--- config.mk ---
export PLATFORM = sky130hd
export DESIGN_NAME = aes_uart_frame_bridge
export DESIGN_NICKNAME = d
export VERILOG_FILES = /design/src/rtl/aes_uart_frame_bridge.sv
export SDC_FILE = /design/constraint.sdc
export NUM_CORES = 1
export LEC_CHECK = 0
export BUFFER_PORTS_ARGS = -buffer_cell sky130_fd_sc_hd__buf_2
export CAP_MARGIN = 20
export CORE_MARGIN = 2
export CORE_UTILIZATION = 58
export CTS_BUF_LIST = sky130_fd_sc_hd__clkbuf_4 sky130_fd_sc_hd__clkbuf_8
export CTS_CLUSTER_DIAMETER = 200
export DETAILED_ROUTE_END_ITERATION = 6
export GPL_TIMING_DRIVEN = 0
export PLACE_DENSITY = 0.91
export SYNTH_ARGS = -nofsm -noshare
export SYNTH_HDL_FRONTEND = slang
export SYNTH_SLANG_ARGS = --single-unit
--- constraint.sdc ---
create_clock -name clk -period 2.9 [get_ports clk]
set_input_delay 0.435 -clock clk [delete_from_list [all_inputs] [get_ports clk]]
set_output_delay 0.435 -clock clk [all_outputs]
set_load 0.03 [all_outputs]
--- src/rtl/aes_uart_frame_bridge.sv ---
// Framing controller between a UART byte stream and a block-level AES core.
// Parses header/key/data frames, launches one core operation per block and streams results back.
module aes_uart_frame_bridge #(
  parameter int unsigned KEY_W       = 128,
  parameter int unsigned MAX_BLOCKS  = 4,
  parameter int unsigned TIMEOUT_CYC = 1000000,
  parameter logic [7:0]  ERR_BYTE    = 8'hEE
) (
  input  logic             clk,
  input  logic             rst_n,
  input  logic             rx_dv_in,
  input  logic [7:0]       rx_byte_in,
  output logic             core_start_out,
  output logic             core_decrypt_out,
  output logic [KEY_W-1:0] core_key_out,
  output logic [127:0]     core_block_out,
  input  logic             core_dv_in,
  input  logic [127:0]     core_block_in,
  output logic             tx_dv_out,
  output logic [7:0]       tx_byte_out,
  input  logic             tx_active_in,
  input  logic             tx_done_in,
  output logic             frame_done_out,
  output logic [2:0]       err_out
);

  localparam int unsigned KEY_BYTES = KEY_W / 8;
  localparam int unsigned KC_W      = $clog2(KEY_BYTES + 1);
  localparam int unsigned TO_W      = $clog2(TIMEOUT_CYC + 1);
  localparam logic [KC_W-1:0] KEY_LAST = KC_W'(KEY_BYTES - 1);
  localparam logic [TO_W-1:0] TO_LAST  = TO_W'(TIMEOUT_CYC - 1);
  localparam logic [TO_W-1:0] TO_MAX   = TO_W'(TIMEOUT_CYC);

  localparam logic [2:0] ERR_NONE    = 3'd0;
  localparam logic [2:0] ERR_HDR     = 3'd1;
  localparam logic [2:0] ERR_NOKEY   = 3'd2;
  localparam logic [2:0] ERR_TIMEOUT = 3'd3;
  localparam logic [2:0] ERR_OVERRUN = 3'd4;

  typedef enum logic [2:0] {S_IDLE, S_KEY, S_DATA, S_DRAIN, S_ERR, S_FLUSH} state_e;

  state_e           state_q, state_d;
  logic [KEY_W-1:0] key_q, key_d, key_sh_q, key_sh_d;
  logic [KC_W-1:0]  key_cnt_q, key_cnt_d;
  logic             key_valid_q, key_valid_d;
  logic             decrypt_q, decrypt_d;
  logic [3:0]       n_blk_q, n_blk_d, rx_blk_q, rx_blk_d, rx_idx_q, rx_idx_d;
  logic [127:0]     in_buf_q, in_buf_d;
  logic             in_full_q, in_full_d;
  logic             core_busy_q, core_busy_d, core_start_q, core_start_d;
  logic [127:0]     core_block_q, core_block_d;
  logic [127:0]     out_buf_q, out_buf_d;
  logic             out_full_q, out_full_d;
  logic [3:0]       tx_idx_q, tx_idx_d, done_blk_q, done_blk_d;
  logic             tx_wait_q, tx_wait_d, tx_dv_q, tx_dv_d;
  logic [7:0]       tx_byte_q, tx_byte_d;
  logic             frame_done_q, frame_done_d;
  logic [2:0]       err_q, err_d;
  logic [TO_W-1:0]  to_cnt_q, to_cnt_d;

  logic             launch_s, tx_fire_s, last_byte_s, timeout_s, hdr_bad_s;
  logic             raise_s;
  logic [2:0]       code_s;
  logic [KEY_W-1:0] key_next_s;

  assign launch_s    = in_full_q && !core_busy_q && !out_full_q;
  assign tx_fire_s   = out_full_q && !tx_active_in && !tx_wait_q;
  assign last_byte_s = tx_done_in && out_full_q && (tx_idx_q == 4'd15);
  assign timeout_s   = (to_cnt_q >= TO_LAST) && !rx_dv_in;
  assign hdr_bad_s   = (rx_byte_in[7:6] != 2'b00) || (rx_byte_in[3:0] == 4'd0) ||
                       (rx_byte_in[3:0] > 4'(MAX_BLOCKS));
  assign key_next_s  = {key_sh_q[KEY_W-9:0], rx_byte_in};

  // Next-state logic: core launch, TX engine, timeout counter and frame FSM
  always_comb begin
    state_d      = state_q;
    key_d        = key_q;
    key_sh_d     = key_sh_q;
    key_cnt_d    = key_cnt_q;
    key_valid_d  = key_valid_q;
    decrypt_d    = decrypt_q;
    n_blk_d      = n_blk_q;
    rx_blk_d     = rx_blk_q;
    rx_idx_d     = rx_idx_q;
    in_buf_d     = in_buf_q;
    in_full_d    = in_full_q;
    core_busy_d  = core_busy_q;
    core_start_d = 1'b0;
    core_block_d = core_block_q;
    out_buf_d    = out_buf_q;
    out_full_d   = out_full_q;
    tx_idx_d     = tx_idx_q;
    done_blk_d   = done_blk_q;
    tx_wait_d    = tx_wait_q;
    tx_dv_d      = 1'b0;
    tx_byte_d    = tx_byte_q;
    frame_done_d = 1'b0;
    err_d        = err_q;
    to_cnt_d     = {TO_W{1'b0}};
    raise_s      = 1'b0;
    code_s       = ERR_NONE;

    if (launch_s) begin
      core_start_d = 1'b1;
      core_block_d = in_buf_q;
      in_full_d    = 1'b0;
      core_busy_d  = 1'b1;
    end
    if (core_dv_in) begin
      out_buf_d   = core_block_in;
      out_full_d  = 1'b1;
      tx_idx_d    = 4'd0;
      core_busy_d = 1'b0;
    end

    // out_buf is shifted so the byte on the wire is always the top byte
    if (tx_fire_s) begin
      tx_dv_d   = 1'b1;
      tx_byte_d = out_buf_q[127:120];
      out_buf_d = {out_buf_q[119:0], 8'h00};
      tx_wait_d = 1'b1;
    end
    if (tx_done_in) begin
      tx_wait_d = 1'b0;
      if (out_full_q) begin
        tx_idx_d = tx_idx_q + 4'd1;
      end else begin
        tx_idx_d = tx_idx_q;
      end
    end
    if (last_byte_s) begin
      out_full_d = 1'b0;
      done_blk_d = done_blk_q + 4'd1;
    end

    if ((state_q == S_KEY) || (state_q == S_DATA) || (state_q == S_FLUSH)) begin
      if (rx_dv_in) begin
        to_cnt_d = {TO_W{1'b0}};
      end else if (to_cnt_q == TO_MAX) begin
        to_cnt_d = to_cnt_q;
      end else begin
        to_cnt_d = to_cnt_q + TO_W'(1);
      end
    end

    case (state_q)
      S_IDLE: begin
        if (rx_dv_in) begin
          if (hdr_bad_s) begin
            raise_s = 1'b1;
            code_s  = ERR_HDR;
          end else if (!rx_byte_in[4] && !key_valid_q) begin
            raise_s = 1'b1;
            code_s  = ERR_NOKEY;
          end else begin
            err_d      = ERR_NONE;
            decrypt_d  = rx_byte_in[5];
            n_blk_d    = rx_byte_in[3:0];
            rx_blk_d   = 4'd0;
            rx_idx_d   = 4'd0;
            done_blk_d = 4'd0;
            key_cnt_d  = {KC_W{1'b0}};
            state_d    = rx_byte_in[4] ? S_KEY : S_DATA;
          end
        end
      end
      S_KEY: begin
        if (rx_dv_in) begin
          key_sh_d  = key_next_s;
          key_cnt_d = key_cnt_q + KC_W'(1);
          if (key_cnt_q == KEY_LAST) begin
            key_d       = key_next_s;
            key_valid_d = 1'b1;
            key_cnt_d   = {KC_W{1'b0}};
            state_d     = S_DATA;
          end
        end else if (timeout_s) begin
          raise_s = 1'b1;
          code_s  = ERR_TIMEOUT;
        end
      end
      S_DATA: begin
        if (rx_dv_in) begin
          if (in_full_q) begin
            raise_s = 1'b1;
            code_s  = ERR_OVERRUN;
          end else begin
            in_buf_d = {in_buf_q[119:0], rx_byte_in};
            rx_idx_d = rx_idx_q + 4'd1;
            if (rx_idx_q == 4'd15) begin
              in_full_d = 1'b1;
              rx_blk_d  = rx_blk_q + 4'd1;
              if ((rx_blk_q + 4'd1) == n_blk_q) begin
                state_d = S_DRAIN;
              end
            end
          end
        end else if (timeout_s) begin
          raise_s = 1'b1;
          code_s  = ERR_TIMEOUT;
        end
      end
      S_DRAIN: begin
        if (rx_dv_in) begin
          raise_s = 1'b1;
          code_s  = ERR_HDR;
        end else if (last_byte_s && ((done_blk_q + 4'd1) == n_blk_q)) begin
          frame_done_d = 1'b1;
          state_d      = S_IDLE;
        end
      end
      // error byte goes out only after any launched block has been fully sent
      S_ERR: begin
        if (!core_busy_q && !out_full_q && !tx_wait_q && !tx_active_in) begin
          tx_dv_d   = 1'b1;
          tx_byte_d = ERR_BYTE;
          tx_wait_d = 1'b1;
          state_d   = S_FLUSH;
        end
      end
      S_FLUSH: begin
        if (timeout_s) begin
          state_d = S_IDLE;
        end
      end
      default: begin
        state_d = S_IDLE;
      end
    endcase

    // a partially loaded key is never trusted
    if (raise_s) begin
      state_d     = S_ERR;
      err_d       = code_s;
      in_full_d   = 1'b0;
      rx_idx_d    = 4'd0;
      key_cnt_d   = {KC_W{1'b0}};
      key_valid_d = key_valid_q && (state_q != S_KEY);
    end
  end

  // State registers with synchronous active-low reset
  always_ff @(posedge clk) begin
    if (!rst_n) begin
      state_q      <= S_IDLE;
      key_q        <= {KEY_W{1'b0}};
      key_sh_q     <= {KEY_W{1'b0}};
      key_cnt_q    <= {KC_W{1'b0}};
      key_valid_q  <= 1'b0;
      decrypt_q    <= 1'b0;
      n_blk_q      <= 4'd0;
      rx_blk_q     <= 4'd0;
      rx_idx_q     <= 4'd0;
      in_buf_q     <= 128'd0;
      in_full_q    <= 1'b0;
      core_busy_q  <= 1'b0;
      core_start_q <= 1'b0;
      core_block_q <= 128'd0;
      out_buf_q    <= 128'd0;
      out_full_q   <= 1'b0;
      tx_idx_q     <= 4'd0;
      done_blk_q   <= 4'd0;
      tx_wait_q    <= 1'b0;
      tx_dv_q      <= 1'b0;
      tx_byte_q    <= 8'd0;
      frame_done_q <= 1'b0;
      err_q        <= 3'd0;
      to_cnt_q     <= {TO_W{1'b0}};
    end else begin
      state_q      <= state_d;
      key_q        <= key_d;
      key_sh_q     <= key_sh_d;
      key_cnt_q    <= key_cnt_d;
      key_valid_q  <= key_valid_d;
      decrypt_q    <= decrypt_d;
      n_blk_q      <= n_blk_d;
      rx_blk_q     <= rx_blk_d;
      rx_idx_q     <= rx_idx_d;
      in_buf_q     <= in_buf_d;
      in_full_q    <= in_full_d;
      core_busy_q  <= core_busy_d;
      core_start_q <= core_start_d;
      core_block_q <= core_block_d;
      out_buf_q    <= out_buf_d;
      out_full_q   <= out_full_d;
      tx_idx_q     <= tx_idx_d;
      done_blk_q   <= done_blk_d;
      tx_wait_q    <= tx_wait_d;
      tx_dv_q      <= tx_dv_d;
      tx_byte_q    <= tx_byte_d;
      frame_done_q <= frame_done_d;
      err_q        <= err_d;
      to_cnt_q     <= to_cnt_d;
    end
  end

  assign core_start_out   = core_start_q;
  assign core_decrypt_out = decrypt_q;
  assign core_key_out     = key_q;
  assign core_block_out   = core_block_q;
  assign tx_dv_out        = tx_dv_q;
  assign tx_byte_out      = tx_byte_q;
  assign frame_done_out   = frame_done_q;
  assign err_out          = err_q;

endmodule

==> Word-level counts from Yosys, hierarchy flattened <==
Index checks and enable logic that the tools add are counted.
{ "op_classes": {"add_sub_neg": 6, "n_lt_le_gt_ge": 2, "n_eq_ne": 41, "muxes": 86, "bitwise_logic": 6, "n_reduce_logical": 53} }
{ "op_table": {"columns": ["op", "n"], "rows": [
  ["$mux 128", 2],
  ["$mux 4", 16],
  ["$mux 3", 21],
  ["$ne 3x3->1 const B", 10],
  ["$mux 1", 27],
  ["$reduce_and 13->1", 2],
  ["$mux 5", 5],
  ["$mux 8", 3],
  ["$ne 2x2->1 const B", 11],
  ["$add 20x1->20 const B", 1],
  ["$eq 20x20->1 const B", 1],
  ["$ge 20x20->1 const B", 1],
  ["$pmux 3 s6", 1],
  ["$reduce_bool 2->1", 9],
  ["$add 4x1->4 const B", 4],
  ["$pmux 4 s2", 2],
  ["$logic_and 1x1->1", 13],
  ["$mux 2", 6],
  ["$pmux 3 s4", 1],
  ["$ne 2x1->1 const B", 5],
  ["$pmux 5 s2", 1],
  ["$ne 3x2->1 const B", 3],
  ["$reduce_and 3->1", 3],
  ["$eq 4x4->1", 2],
  ["21 further kinds", 44]
]} }
{ "word_totals": {"regBits": 700, "input_bits": 142, "output_inout_bits": 271, "elab_cells": 220} }

==> Longest topological paths before layout <==
Gate-level depths: netlist of run 1.
{ "depth": {"ltp_word": 8, "ltp_mapped": 10, "depth_no_buf": 7} }

==> Worst setup path after synthesis of run 1 <==
OpenSTA, ideal clock, no wires.
{ "synth_path": {"path_type": "register -> register", "startpoint": "register to_cnt_q[11]", "endpoint": "register rx_idx_q[3]", "setup_ps": 128, "arrival_ps": 1938, "t_required_ps": 2772, "slack_ps": 834, "stages_incl_launch_ff": 8, "path_buffers": 1, "period_less_slack_ps": 2066, "cell_sequence": "dfxtp_1 -> or4_4 -> or3_4 -> nor4_4 -> o22ai_2 -> nand4_2 -> buf_6 -> a211oi_1"} }
{ "synth_via": {"elab_chain_cells": 6, "word_cells_on_any_way": 7, "cone_classes": "order compare (1); mux (4); reduce/logical (2)"} }
{ "synth_rtl": {"columns": ["element", "line", "rtl"], "rows": [
  ["start, declared", "59", "logic [TO_W-1:0] to_cnt_q, to_cnt_d;"],
  ["start signal, assigned", "268", "to_cnt_q <= {TO_W{1'b0}};"],
  ["start signal, assigned", "293", "to_cnt_q <= to_cnt_d;"],
  ["$ge 20x20->1 (*)", "69", "assign timeout_s = (to_cnt_q >= TO_LAST) && !rx_dv_in;"],
  ["$logic_and 1x1->1 (*)", "69", null],
  ["$mux 1 (*)", "177, 198", null],
  ["$mux 1, on equally long branches", "183, 168", null],
  ["$pmux 1 s4 (*)", "146", "case (state_q)"],
  ["$reduce_or 2->1 (no source line) (*)", null, null],
  ["end signal, assigned", "278", "rx_idx_q <= rx_idx_d;"],
  ["end, declared", "47", "logic [3:0] n_blk_q, n_blk_d, rx_blk_q, rx_blk_d, rx_idx_q, rx_idx_d;"]
]} }
Every way passes the cells marked *; elsewhere a longest branch is shown, timed or not.
A chain may end at the register's enable or synchronous reset.

==> Worst setup path in the final report of run 1 <==
{ "layout_path": {"startpoint": "register state_q[1]", "endpoint": "register key_q[17], in the netlist core_key_out[17]"} }
{ "layout_via": {"elab_chain_cells": 2} }
{ "layout_rtl": {"columns": ["element", "line", "rtl"], "rows": [
  ["start, declared", "42", "state_e state_q, state_d;"],
  ["start signal, assigned", "270", "state_q <= state_d;"],
  ["$eq 3x1->1", "146", null],
  ["$reduce_and 3->1 (no source line)", null, null],
  ["end signal, assigned", "246", "key_q <= {KEY_W{1'b0}};"],
  ["end signal, assigned", "271", "key_q <= key_d;"],
  ["end, declared", "43", "logic [KEY_W-1:0] key_q, key_d, key_sh_q, key_sh_d;"]
]} }
No other way between the ends.

==> flow_metrics.tcl, run 1 <==
set metrics [dict create \
    cts.clk_slew.worst_paths_ps 60 \
    dp_hpwl_um 51900 \
    switching_share_pct 23.8 \
    setup_viol 0 \
    vias_per_cell 5.59 \
    wl_um 75800 \
    syn_area_per_cell_um2 8.21 \
    grt_pass1_vias 23600 \
    wl_per_cell_um 17.4 \
    core_area_um2 44100 \
    power.switching_uw 4700 \
    cp_slowest_stage_delay_ps 640 \
    yosys.area.top_type "dfxtp_1" \
    r2r_end "core_key_out[17]" \
    max_slew_margin_pct 37.7 \
    syn_nets 3298 \
    port_buffers 409 \
    crit_family "buffers and inverters" \
    firstDrtPassIters 6 \
    grt_max_degree 16 \
    num_rows 77 \
    syn_inst 3149 \
    synth_flop_cell "dfxtp_1" \
    synthTopCellsByArea "dfxtp_1 (54%), nand2_1 (15%), a21oi_1 (10%)" \
    antenna_left 0 \
    hold_ws_ps 46.0 \
    yosys.cell_types.count 55 \
    grt-ovfl-total 0 \
    status "complete, no violations" \
    grt.total_usage_pct 31.7 \
    comb_power_share_pct 5.3 \
    die_y_um 215 \
    synth_commonest_cells "nand2_1 (1036), dfxtp_1 (700), a21oi_1 (535), clkbuf_1 (208), nor2_1 (180)" \
    cap_violations 0 \
    die_w_um 215 \
    synth-async-reset-ratio_pct 0 \
    grt_pass1_wl_um 119000 \
    drc 0 \
    drt_iter0_drc 2225 \
    die_area_um2 46300 \
    pwr_density_cell_nw_per_um2 635 \
    initial_utilization_pct 58.6 \
    p_clk_share_pct 44.5 \
    antenna_found_initial 8 \
    crit_buf_inv 3 \
    tritoncts "yes" \
    worstHoldStart "rx_byte_in[0]" \
    p_seq_share_pct 50.2 \
    synth-edff-count 0 \
    r2r_start "state_q[1]" \
    path_common_cell "clkbuf_1" \
    insertion_delay_ps 720 \
    reg2regPathDepth 8 \
    peakVddDrop_uv 467 \
    vias 24400 \
    cts_made_buffers 106 \
    clock-root-buffer "clkbuf_8" \
    setup_tns_ps 0 \
    rrSetupSlack_ps 160 \
    drive_above_1_share_pct 17.1 \
    yosys_warnings 0 \
    ys_ff_latch 700 \
    crit_type "flip-flop to flip-flop" \
    worstMarginPinSlew_ps 934 \
    cp_max_fo 10 \
    clk_path_buf_depth 3 \
    pin_count 413 \
    synth_seq_area_share_pct 54.2 \
    critPathRequiredTime_ps 3520 \
    fin_worst_skew_ps 42.7 \
    syn_area_um2 25900 \
    p_leak_uw 0.0123 \
    yosysMostFrequentCell "nand2_1" \
    gp_congestion 0.901 \
    area_growth_pct 20.4 \
    cp_slowest_cell "clkbuf_1" \
    cp_cell_sequence "and2b_1 -> and3_1 -> clkbuf_1 -> nand2_1 -> clkbuf_1 -> clkbuf_1 -> nand2_1 -> a21oi_1" \
    rsz0062_at_grt "no" \
    hold_path_depth 3 \
    fin_nets 3825 \
    p_int_uw 15100 \
    clock-sinks 700 \
    fin_crit_sh_pct 94.5 \
    crit_path_end_kind "flip-flop" \
    cp-startpoint "state_q[1]" \
    htree_levels 3 \
    worstHoldPathType "input pin to flip-flop" \
    fmax_ghz 0.365 \
    hold_viol 0 \
    min_to "key_sh_q[0]" \
    final_max_slew_viol_count 0 \
    synth_top_cell_area_share_pct 54.2 \
    critPathArrivalTime_ps 3360 \
    min_period_ps 2740 \
    cp-start-kind "flip-flop" \
]
[layout make-up]
type,instances,area (um2)
sequential,700,14000
buffer,243,948
timing repair buffer,419,2150
tap,592,741
fill,3191,13000
clock inverter,18,136
antenna,6,15.0
clock buffer,180,2250
multi-input combinational,2197,10900
inverter,9,33.8
[cell usage in the layout (no fill, tap or decap), types with 4 or more instances in the layout]
| cell | Yosys | layout |
|---|---|---|
| clkinv_2 | 0 | 11 |
| nor2b_1 | 4 | 4 |
| a21oi_1 | 535 | 535 |
| nor3_1 | 14 | 14 |
| ha_1 | 7 | 7 |
| clkbuf_8 | 0 | 143 |
| dlygate4sd3_1 | 0 | 10 |
| or2_2 | 4 | 4 |
| buf_1 | 11 | 11 |
| buf_2 | 23 | 432 |
| xor2_1 | 16 | 16 |
| nor2_1 | 180 | 180 |
| nand4_1 | 6 | 6 |
| xnor2_1 | 16 | 16 |
| a31oi_1 | 4 | 4 |
| diode_2 | 0 | 6 |
| o21ai_0 | 20 | 20 |
| a211oi_1 | 121 | 121 |
| and4_1 | 4 | 4 |
| mux2i_1 | 140 | 140 |
| clkbuf_1 | 208 | 208 |
| or3_1 | 7 | 7 |
| nand2_1 | 1036 | 1036 |
| and3_1 | 12 | 12 |
| clkbuf_4 | 0 | 37 |
| nand3_1 | 28 | 28 |
| inv_1 | 8 | 8 |
| dfxtp_1 | 700 | 700 |
[cells by family after synthesis]
family          after synthesis  share of synthesized area, %
simple gates               1317                          20.1
mux                         141                          5.46
flops                       700                          54.2
buf+inv                     252                          3.80
fa+ha+maj                     7                         0.339
xor+xnor                     32                          1.08
compound gates              700                          15.0
[sequential cells by signal (all words and copies together) (netlist names), 3 cells and up]
signal and flops:
to_cnt_q 20, tx_idx_q 4, state_q 3, err_out 3
key_cnt_q 5, core_key_out 128, rx_blk_q 4, done_blk_q 4
rx_idx_q 4, out_buf_q 128, key_sh_q 120, tx_byte_out 8
in_buf_q 128, n_blk_q 4, core_block_out 128
[metrics by stage]
step	instances	total power (uW)	setup WS [ps]	instance area, um2	utilization (%)
3_5_place_dp	4150	11100	294	28600	64.9
3_3_place_gp	4150	11100	338	28600	64.9
2_1_floorplan	3149	10700	834	25900	-
4_1_cts	4358	19800	274	31100	70.5
6_report	4364	19800	159	31100	70.6
5_1_grt	4359	20400	43.0	31100	70.5
[tightest hold or removal path: stages]
cell	delay [ps]
buf_2	160
nand2_1	70
a21oi_1	50
[how the worst max path moves through the flow]
stage / slack [ps] / end / cells after the start
global route: 40 / core_key_out[17] / 9
floorplan: 830 / rx_idx_q[3] / 7
finish: 160 / core_key_out[17] / 8
global placement: 340 / core_block_out[1] / 5
detailed placement: 290 / core_block_out[1] / 5
CTS: 270 / core_key_out[11] / 9
[power by group through the flow]
stage | Clock, uW | Combinational [uW] | Sequential [uW]
floorplan | 0 | 643 | 10100
global placement | 0 | 986 | 10100
detailed placement | 0 | 1010 | 10100
CTS | 8840 | 1030 | 9910
global route | 9310 | 1140 | 9920
finish | 8800 | 1050 | 9910
[metal layers]
layer  part of all wire [%]  GRT usage [%]  routed length, um  vias to the layer above
met5                  0.062              0                 47                        -
met4                    4.8           17.0               3600                        8
met3                    9.0           7.69               6850                      265
met2                     47           53.0              35900                     1158
met1                     39           37.7              29400                    11400
li1                       -              -                  -                    11600
[repair_timing]
action | CTS | global route
hold endpoints to repair | 10 | 0
gates resized for setup | 0 | 0
setup buffers | 0 | 0
hold buffers | 10 | 0
Note: power is estimated with default switching activity, not from simulation.
==> inputs of run 2 (changes only) <==
- ABC_AREA: unset -> 1
- CORE_ASPECT_RATIO: unset -> 0.7
- CORE_UTILIZATION: 58 -> 59
- PLACE_DENSITY: 0.91 -> 0.93
==> flow_metrics.tcl, run 2 <==
set metrics [dict create \
    cp_slowest_cell "dfxtp_1" \
    seq_area_um2 14000 \
    yosys.area.top_type "dfxtp_1" \
    pin_count 413 \
    syn_nets 3439 \
    grt.total_usage_pct 34.3 \
    power.switching_uw 5020 \
    preCtsSetupSlack_ps 376 \
    final.fill_count 3130 \
    r2r_start "state_q[0]" \
    die_y_um 181 \
    cts_hold_buf 0 \
    cts.clk_slew.worst_paths_ps 70 \
    num_rows 64 \
    synth_seq_area_share_pct 52.9 \
    reg2regPathDepth 8 \
    drive_above_1_share_pct 19.7 \
    mostFrequentLayoutCells "nor2_1 (704), dfxtp_1 (700), buf_2 (455)" \
    clock-sinks 700 \
    wl_per_cell_um 18.7 \
    synthTopCellsByArea "dfxtp_1 (53%), nor2_1 (10%), o21ai_0 (6.7%)" \
    cp_max_fo 10 \
    fmax_ghz 0.419 \
    p_seq_share_pct 50.6 \
    synth_top_cell_area_share_pct 52.9 \
    cap_violations 0 \
    cts_made_buffers 100 \
    antenna_left 0 \
    multi_input_area_um2 10700 \
    peakVddDrop_uv 364 \
    syn_area_um2 26500 \
    crit_end "key_sh_q[78]" \
    hold_viol 0 \
    ys_ff_latch 700 \
    vias 26200 \
    synth-edff-count 0 \
    wl_um 83600 \
    cp-startpoint "state_q[0]" \
    fin_crit_sh_pct 82.3 \
    status "complete, no violations" \
    initial_utilization_pct 60.2 \
    pwr_density_cell_nw_per_um2 631 \
    area_growth_pct 18.9 \
    setup_viol 0 \
    yosys_warnings 0 \
    tritoncts "yes" \
    comb_power_share_pct 7.0 \
    syn_area_per_cell_um2 8.05 \
    hold_ws_ps 44.8 \
    max_slew_margin_pct 30.8 \
    cts_resized 0 \
    switching_share_pct 25.3 \
    yosys.cell_types.count 44 \
    cp_cell_sequence "nand2_1 -> nor2_2 -> inv_2 -> nor2_4 -> buf_2 -> clkbuf_1 -> o21ai_0 -> a21oi_1" \
    worstHoldPathType "input pin to flip-flop" \
    rrSetupSlack_ps 510 \
    antenna_found_initial 11 \
    crit_path_end_kind "flip-flop" \
    port_buffers 412 \
    grt_pass1_wl_um 129000 \
    synth-async-reset-ratio_pct 0 \
    cp-start-kind "flip-flop" \
    vias_per_cell 5.85 \
    cp_slowest_stage_delay_ps 470 \
    gp_congestion 0.978 \
    grt_max_degree 15 \
    fin_worst_skew_ps 38.3 \
    final_max_slew_viol_count 0 \
    grt-ovfl-total 0 \
    yosysMostFrequentCell "nor2_1" \
    synth_flop_cell "dfxtp_1" \
    grt_pass1_vias 24500 \
    r2r_end "key_sh_q[78]" \
    final_common_cell "nor2_1" \
    setup_tns_ps 0 \
    insertion_delay_ps 680 \
    p_int_uw 14800 \
    synth_commonest_cells "nor2_1 (704), dfxtp_1 (700), o21ai_0 (355), nand3_1 (279), nand2_1 (271)" \
    min_period_ps 2390 \
    p_leak_uw 0.0132 \
    critPathArrivalTime_ps 2990 \
    firstDrtPassIters 7 \
    core_area_um2 44000 \
    critPathRequiredTime_ps 3500 \
    clk_path_buf_depth 3 \
    drt_iter0_drc 3140 \
    worst_slack_ps 513 \
    syn_inst 3290 \
    post_cts_buffers 0 \
    fin_nets 3953 \
    worstMarginPinSlew_ps 1040 \
    clock-root-buffer "clkbuf_8" \
    die_area_um2 46600 \
    drc 0 \
    crit_type "flip-flop to flip-flop" \
    dp_hpwl_um 58300 \
    htree_levels 3 \
    die_w_um 257 \
    rsz0062_at_grt "no" \
    p_clk_share_pct 42.4 \
]
## run 2: cell count changes in the layout (fill, tap and decap cells not counted), moves of 140 or more
cell	delta
o21ai_0	+335
inv_1	+166
mux2i_1	-140
a21oi_1	-352
nand2_1	-765
nor2_1	+524
nand3_1	+251
## run 2: worst min path at each step
stage / from / to / slack [ps] / cells after the start
2_1_floorplan: key_sh_q[119] / core_key_out[127] / 430 / 2
3_3_place_gp: key_sh_q[119] / core_key_out[127] / 440 / 2
3_5_place_dp: key_sh_q[119] / key_sh_q[119] / 450 / 2
4_1_cts: core_block_in[2] / out_buf_q[2] / 10 / 3
5_1_grt: core_block_in[102] / out_buf_q[102] / 30 / 3
6_report: core_block_in[2] / out_buf_q[2] / 40 / 3
## run 2: metrics by stage
step           instance area [um2]  instances  utilization (%)  power, uW
3_5_place_dp                 29300       4296             66.6      11600
3_3_place_gp                 29300       4296             66.6      11500
2_1_floorplan                26500       3290                -      11100
4_1_cts                      31500       4471             71.6      19800
5_1_grt                      31500       4477             71.6      20400
6_report                     31500       4480             71.6      19900
## run 2: worst max-delay path, delay by kind of cell, from the launching register on
family,cells,cell delay (ps)
flops,1,470
compound gates,2,420
buf+inv,3,840
simple gates,3,570
## run 2: cell type report
| type | instances | share of cell area, % |
|---|---|---|
| buffer | 252 | 3.54 |
| timing repair buffer | 412 | 6.55 |
| antenna | 9 | 0.0715 |
| multi-input combinational | 2155 | 33.9 |
| tap | 594 | 2.36 |
| inverter | 183 | 2.18 |
| clock inverter | 22 | 0.632 |
| clock buffer | 153 | 6.29 |
| sequential | 700 | 44.5 |
## run 2: metal layers
layer	global-route usage, %	part of all wire (%)
met1	45.6	41
met2	52.4	44
met3	8.28	11
met4	17.1	5.0
met5	0	0.029
## run 2: cells by family after synthesis
group,synth area share [%]
buf+inv,6.81
compound gates,19.5
flops,52.9
xor+xnor,0.331
fa+ha+maj,0.331
simple gates,20.1
## run 2: power by group through the flow
stage / clock (uW) / combinational, uW / sequential (uW)
global placement: 0 / 1300 / 10200
finish: 8420 / 1390 / 10000
detailed placement: 0 / 1340 / 10200
floorplan: 0 / 864 / 10200
CTS: 8390 / 1360 / 10000
global route: 8860 / 1520 / 10100
